[config.mk]
export PLATFORM = sky130hd
export DESIGN_NAME = bram_port_arbiter
export DESIGN_NICKNAME = d
export VERILOG_FILES = /design/src/rtl/bram_port_arbiter.sv
export SDC_FILE = /design/constraint.sdc
export NUM_CORES = 1
export LEC_CHECK = 0
export ABC_AREA = 1
export BUFFER_PORTS_ARGS = -buffer_cell sky130_fd_sc_hd__clkbuf_2
export CAP_MARGIN = 0
export CORE_AREA = 2 2 89 91
export DETAILED_ROUTE_END_ITERATION = 8
export DIE_AREA = 0 0 91 93
export PLACE_DENSITY_LB_ADDON = 0.15
export SLEW_MARGIN = 10
export SYNTH_ARGS = -nofsm -noshare
export SYNTH_HDL_FRONTEND = slang
export SYNTH_SLANG_ARGS = --single-unit
[constraint.sdc]
create_clock -name aclk -period 3.85 [get_ports aclk]
set_input_delay 0.1925 -clock aclk [delete_from_list [all_inputs] [get_ports aclk]]
set_output_delay 0.1925 -clock aclk [all_outputs]
set_load 0.1 [all_outputs]
[src/rtl/bram_port_arbiter.sv]
// Two-requester arbiter in front of one BRAM port (read latency 1).
// Round-robin between s0/s1, lockable grant for read-modify-write with a
// watchdog that breaks stale locks, and read data routed back to the
// requester that issued the read.
module bram_port_arbiter #(
  parameter int C_DATA_WIDTH   = 32,
  parameter int C_ADDR_WIDTH   = 4,
  parameter int C_LOCK_TIMEOUT = 16
) (
  input  logic                      aclk,
  input  logic                      aresetn,
  input  logic                      s0_valid,
  output logic                      s0_ready,
  input  logic [C_ADDR_WIDTH-1:0]   s0_addr,
  input  logic [C_DATA_WIDTH-1:0]   s0_wdata,
  input  logic [C_DATA_WIDTH/8-1:0] s0_we,
  input  logic                      s0_lock,
  output logic                      s0_rvalid,
  output logic [C_DATA_WIDTH-1:0]   s0_rdata,
  input  logic                      s1_valid,
  output logic                      s1_ready,
  input  logic [C_ADDR_WIDTH-1:0]   s1_addr,
  input  logic [C_DATA_WIDTH-1:0]   s1_wdata,
  input  logic [C_DATA_WIDTH/8-1:0] s1_we,
  input  logic                      s1_lock,
  output logic                      s1_rvalid,
  output logic [C_DATA_WIDTH-1:0]   s1_rdata,
  output logic                      m_en,
  output logic [C_DATA_WIDTH/8-1:0] m_we,
  output logic [C_ADDR_WIDTH-1:0]   m_addr,
  output logic [C_DATA_WIDTH-1:0]   m_din,
  input  logic [C_DATA_WIDTH-1:0]   m_dout,
  output logic                      lock_timeout
);

  localparam int WE_W = C_DATA_WIDTH / 8;
  localparam int WD_W = ($clog2(C_LOCK_TIMEOUT) < 1) ? 1 : $clog2(C_LOCK_TIMEOUT);
  localparam logic [WD_W-1:0] WD_LAST = WD_W'(C_LOCK_TIMEOUT - 1);

  typedef enum logic [1:0] {
    ST_IDLE  = 2'd0,
    ST_LOCK0 = 2'd1,
    ST_LOCK1 = 2'd2
  } state_t;

  state_t          state_q, state_d;
  logic            prio_q, prio_d;
  logic [WD_W-1:0] wd_q, wd_d;
  logic            rpend_q, rpend_d;
  logic            rsel_q, rsel_d;
  // run_q stays low through reset and for the release edge, so grants are
  // gated by a register and nothing can transfer while aresetn is low.
  logic            run_q, run_d;

  logic gnt0, gnt1, xfer, xfer_read, sel1, expire;

  // State register and all control flops; async clear, sync release via run_q.
  always_ff @(posedge aclk or negedge aresetn) begin
    if (!aresetn) begin
      state_q <= ST_IDLE;
      prio_q  <= 1'b0;
      wd_q    <= '0;
      rpend_q <= 1'b0;
      rsel_q  <= 1'b0;
      run_q   <= 1'b0;
    end else begin
      state_q <= state_d;
      prio_q  <= prio_d;
      wd_q    <= wd_d;
      rpend_q <= rpend_d;
      rsel_q  <= rsel_d;
      run_q   <= run_d;
    end
  end

  // Grant selection, lock FSM next state and watchdog.
  always_comb begin
    gnt0    = 1'b0;
    gnt1    = 1'b0;
    expire  = 1'b0;
    state_d = state_q;
    wd_d    = wd_q;
    run_d   = 1'b1;
    case (state_q)
      ST_IDLE: begin
        gnt0 = run_q & s0_valid & (~s1_valid | ~prio_q);
        gnt1 = run_q & s1_valid & (~s0_valid |  prio_q);
        wd_d = '0;
        if (gnt0 && s0_lock)      state_d = ST_LOCK0;
        else if (gnt1 && s1_lock) state_d = ST_LOCK1;
      end
      ST_LOCK0: begin
        // An owner transfer always wins over the watchdog.
        gnt0 = run_q & s0_valid;
        if (gnt0) begin
          wd_d = '0;
          if (!s0_lock) state_d = ST_IDLE;
        end else if (wd_q == WD_LAST) begin
          expire  = 1'b1;
          wd_d    = '0;
          state_d = ST_IDLE;
        end else begin
          wd_d = wd_q + WD_W'(1);
        end
      end
      ST_LOCK1: begin
        gnt1 = run_q & s1_valid;
        if (gnt1) begin
          wd_d = '0;
          if (!s1_lock) state_d = ST_IDLE;
        end else if (wd_q == WD_LAST) begin
          expire  = 1'b1;
          wd_d    = '0;
          state_d = ST_IDLE;
        end else begin
          wd_d = wd_q + WD_W'(1);
        end
      end
      default: begin
        state_d = ST_IDLE;
        wd_d    = '0;
      end
    endcase
  end

  // Priority pointer, read-return bookkeeping and BRAM port drive.
  always_comb begin
    xfer      = gnt0 | gnt1;
    xfer_read = gnt0 ? ~|s0_we : ~|s1_we;
    prio_d    = gnt0 ? 1'b1 : (gnt1 ? 1'b0 : prio_q);
    rpend_d   = xfer & xfer_read;
    rsel_d    = (xfer && xfer_read) ? gnt1 : rsel_q;
    // With no grant, the address/data mux parks on the prio requester.
    sel1      = gnt1 | (~gnt0 & prio_q);
    m_en      = xfer;
    m_we      = gnt0 ? s0_we : (gnt1 ? s1_we : {WE_W{1'b0}});
    m_addr    = sel1 ? s1_addr  : s0_addr;
    m_din     = sel1 ? s1_wdata : s0_wdata;
    s0_ready  = gnt0;
    s1_ready  = gnt1;
    lock_timeout = expire;
    s0_rvalid = rpend_q & ~rsel_q;
    s1_rvalid = rpend_q &  rsel_q;
    s0_rdata  = m_dout;
    s1_rdata  = m_dout;
  end

endmodule

After elaboration in Yosys (flattened, before gate mapping) --
Index checks and enable logic that the tools add are counted.
Cells by class: add/sub/neg operators 1, multiply operators 0, divide/modulo/power cells 0, magnitude comparators 0, equality and inequality tests 6, shift operators 0, muxes and demuxes 25, bitwise gates (word level) 17, reduce and logical (&&, ||, !) cells 10
Operators by type and width (number):
- $mux 32 | 1
- $mux 4 | 6
- $mux 2 | 7
- $ne 3x3->1 const B | 3
- $and 1x1->1 | 8
- $pmux 4 s2 | 1
- $reduce_or 4->1 | 2
- $mux 1 | 6
- $pmux 1 s2 | 3
- $pmux 2 s3 | 1
- $not 1->1 | 5
- $add 4x1->4 const B | 1
- $eq 4x4->1 const B | 1
- $or 1x1->1 | 4
- $logic_and 1x1->1 | 3
- $reduce_and 3->1 | 1
- $eq 2x1->1 const B | 1
- $eq 2x2->1 const B | 1
- $logic_not 1->1 | 2
- $logic_not 2->1 | 1
- $reduce_bool 2->1 | 1
Word-level totals: register bits 10, bits in latches 0, RAM bits 0, memory bits (read-only) 0, input port bits 118, output and inout bits 110, word-level logic and storage cells 65, memories 0

Depth between registers and ports, before layout --
depth after elaboration 8, gate-level depth with buffers 10, mapped depth without buffers 9

Worst setup path after synthesis --
Ideal clock, no wire load.
kind register to output, start register state_q[1], end output port m_we[2], arrival time 3.182 ns, data required time 3.658 ns, setup slack 0.475 ns, stages on the path, launching flop included 8, buffers on the path 1, cells stage by stage dfrtp_1 > inv_1 > ha_1 > nand2_1 > nand2_1 > nand2_2 > buf_2 > o21ai_0
Between the ends: longest elaborated chain between the ends 4, elaborated cells on any way between the ends 7, those cells by class eq/ne: 2; mux: 4; reduce/logical: 1
RTL lines:
- from (decl) | line 46 | state_t state_q, state_d;
- from (signal assigned) | line 67 | state_q <= state_d;
- $eq 2x2->1 / $logic_not 2->1 (equally long branches) | line 84 | case (state_q)
- $pmux 1 s2 | line 84
- $mux 4 | line 136 | m_we = gnt0 ? s0_we : (gnt1 ? s1_we : {WE_W{1'b0}});
- $mux 4 (*) | line 136
- to (decl) | line 29 | output logic [C_DATA_WIDTH/8-1:0] m_we,
Mark *: on every way between the ends. The rest lies on a longest branch, timed or not.

Final worst setup path --
start register state_q[1], end output port m_din[5]
Between the ends: longest elaborated chain between the ends 6, elaborated cells on any way between the ends 9, those cells by class eq/ne: 2; mux: 3; bitwise: 3; reduce/logical: 1
RTL lines:
- $eq 2x1->1 / $logic_not 2->1 (equally long branches) | line 84
- $pmux 1 s2 | line 84
- $not 1->1 | line 134 | sel1 = gnt1 | (~gnt0 & prio_q);
- $and 1x1->1 | line 134
- $or 1x1->1 (*) | line 134
- $mux 32 (*) | line 138 | m_din = sel1 ? s1_wdata : s0_wdata;
- to (decl) | line 31 | output logic [C_DATA_WIDTH-1:0] m_din,
Marks and branches as above.

==> results.rst <==
.. list-table::
   :header-rows: 1

   * - Metric
     - Value
   * - Total wire length after detailed routing
     - between 5000 and 6000 µm
   * - Worst setup skew after layout
     - ~0.0055 ns
   * - Number of port buffers
     - approximately 130
   * - First-pass GRT wire length
     - around 8400 µm
   * - Flip-flop and latch count after synthesis
     - 10
   * - Clock tree buffer depth
     - 2
   * - Critical path data required time
     - 3.66 ns
   * - Initial antenna violation count
     - 0
   * - Post-Synthesis Net Count
     - 420
   * - Core ar.
     - 7530 µm²
   * - Half-perimeter wire length after detailed placement
     - 4800 µm
   * - Register clock-pin slew on the reported worst setup and hold paths
     - 0.05 ns
   * - CP max stage cell
     - clkbuf_2
   * - Relative slew slack
     - between 50% and 60%
   * - Post-synthesis instance total
     - around 300
   * - Max-cap violations
     - 0
   * - Total vias in the final route
     - ~1900
   * - Shortest clock period the worst path allows after layout
     - 2.78 ns
   * - Worst hold path cell count
     - 6
   * - Number of buffers created by CTS
     - 3
   * - CP cell instances
     - inv_1 > ha_1 > nand2_1 > nand2_1 > nand2_2 > nand2_4 > nand2_8 > nand2_1 > nand2_1 > clkbuf_2
   * - Total negative slack
     - 0 ns
   * - Slew of the pin with the lowest slew margin
     - 0.654 ns
   * - Mapped cell area
     - roughly 1800 µm²
   * - Signed area change from the synthesized netlist to the final layout
     - 15.0%
   * - Length of the first detailed-routing pass in iterations
     - 4
   * - Max-slew violation count
     - 0
   * - Layout cells sized above 1
     - 40.5%
   * - Pin count of the biggest net entering global routing
     - 39
   * - H-tree depth reported by CTS
     - 1
   * - Cell type with the highest aggregate area in the netlist
     - buf_4
   * - Vias in the first global route
     - approximately 1800
   * - Total overflow reported by the global router
     - 0
   * - Crit. End Element
     - output pin
   * - Critical path fanouts, max
     - 37
   * - FP Rows
     - 32
   * - Count of inserted antenna diode cells
     - 0
   * - Die area
     - ~8500 µm²
   * - Final Setup Violations
     - 0
   * - Number of DRC markers in iteration 0
     - between 70 and 80
   * - Area share of the largest cell type after synthesis
     - about a quarter
   * - Starting density of the core
     - a little under a quarter
   * - Maximum operating frequency
     - 360 MHz
   * - Cell count of the worst reg-to-reg path
     - 9
   * - Drt wl/cell
     - about 12 µm
   * - Setup slack of the worst register-to-register path
     - approximately 2.4 ns
   * - Global routing met2 resource utilization
     - between 20% and 30%
   * - Final worst path period share
     - 72.1%
   * - Post-cts resize count
     - 0
   * - Fraction of the yosys area taken by sequential cells
     - 13.9%
   * - Final hold violation count
     - 0
   * - Layout net count
     - between 400 and 500
   * - Die Wd
     - between 90 and 100 µm
   * - GRT Total Usage
     - a little under an eighth
   * - Placer congestion estimate
     - 0.793
   * - Number of different library cells in the post-synthesis netlist
     - 21
   * - Data arrival time of the worst path
     - 2.59 ns
   * - CTS sink count
     - 10
   * - Die height
     - 93 µm
   * - Type of the setup path with the least slack
     - register to output pin
   * - Root Buffer Master
     - clkbuf_8
   * - Run status
     - complete, no violations
   * - Worst-Skew Late Latency
     - 0.24 ns
   * - Filler cells
     - between 800 and 900
   * - Critical Path Start Type
     - register
   * - Most utilized layer in the global route result
     - met2
   * - Leading post-synthesis cells by cell area
     - buf_4 (27%), nand2_1 (22%), dfrtp_1 (14%)
   * - Post-DR vias/cell
     - between 4 and 5
   * - Cell mode on critical path
     - nand2_1
   * - Total number of yosys warnings
     - 0
   * - Setup repair after global routing missed its margin
     - false
   * - Slowest stage delay, CP
     - ~0.46 ns
   * - Clock tree from TritonCTS
     - yes
   * - Met3 global-route usage
     - approximately 2.3%
   * - I/O pin count
     - 228
   * - Met1 track demand over resource in global routing
     - approximately 15%
   * - Hold Crit Class
     - input pin to register
   * - Residual DRC count
     - 0
   * - Mean instance size in the synthesized netlist
     - between 6 and 7 µm²
   * - ANT nets after route
     - 0
## routing by layer
layer,part of all wire [%],up-vias
met5,0,-
met4,0.94,0
met3,6.7,6
met2,51,90
met1,41,817
li1,-,981
## registers in the layout (all words and copies together) (netlist names)
register,cells
wd_q,4
state_q,2
prio_q,1
rpend_q,1
rsel_q,1
run_q,1
## cell type report
class | count | area (µm²) | share of cell area [%]
sequential | 10 | 250 | 12.1
inverter | 24 | 90.1 | 4.36
multi-input combinational | 188 | 877 | 42.5
tap | 102 | 128 | 6.18
timing repair buffer | 132 | 666 | 32.2
clock buffer | 4 | 55.1 | 2.67
## path summary, 6_finish.rpt
path	from	end
min in group asynchronous	aresetn	wd_q[0]
max in group asynchronous	aresetn	wd_q[3]
worst min-delay path	s0_we[2]	rpend_q
worst max-delay path	state_q[1]	m_din[5]
worst min register to register	wd_q[0]	wd_q[0]
worst max register to register	state_q[1]	rsel_q
## repair_timing
action,in CTS,in global routing
hold buffers,1,0
buffers inserted,0,0
endpoints found under the hold margin,10,0
## cell families (layout without fill, tap and decap cells)
family	after synthesis	after routing	share of synthesized area (%)
buffers and inverters	99	160	37.3
AOI/OAI and AO/OA	7	7	2.30
and+or+nand+nor	174	174	42.3
other	1	1	0.209
adders and majority gates	5	5	3.48
DFF	10	10	13.9
xor gates and xnor gates	1	1	0.488
## layout by cell type (no fill, tap or decap)
master,n
nand2_4,2
nand4_1,1
clkbuf_8,4
nand2_2,2
xnor2_1,1
o21ai_0,3
ha_1,5
nand2_8,1
inv_2,3
dfrtp_1,10
dlygate4sd3_1,1
conb_1,1
nand2_1,104
o22ai_1,3
nand3_1,48
clkbuf_2,131
nor2_1,14
inv_1,21
nand3_2,1
or2_2,1
o211ai_1,1
## worst max-delay path, delay by kind of cell (launching register included)
| kind | cells | cell delay, ns |
|---|---|---|
| adder cells (fa/ha/maj) | 1 | 0.24 |
| buffers and inverters | 2 | 0.55 |
| flip-flops | 1 | 0.40 |
| AND/OR/NAND/NOR | 7 | 1.14 |
## per-stage QoR
step | hold slack [ns] | worst slack (ns) | util, % | instances | area, µm²
3_5_place_dp | 0.0777 | 1.31 | 26.6 | 455 | 2000
5_1_grt | 0.372 | 0.840 | 27.4 | 460 | 2070
4_1_cts | 0.344 | 1.05 | 27.4 | 460 | 2070
2_1_floorplan | -0.103 | 0.475 | - | 297 | 1800
3_3_place_gp | 0.0739 | 1.33 | 26.6 | 455 | 2000
6_report | 0.348 | 1.07 | 27.4 | 460 | 2070
## Yosys cell counts, drive strengths merged
cell type	n
xnor2	1
or2	1
nand3	49
nor2	14
o22ai	3
o211ai	1
o21ai	3
ha	5
inv	24
nand4	1
buf	75
conb	1
dfrtp	10
nand2	109
Power is left out: the tool's default activity adds up to more than one toggle a clock period on the data nets, which glitch-free logic cannot reach.
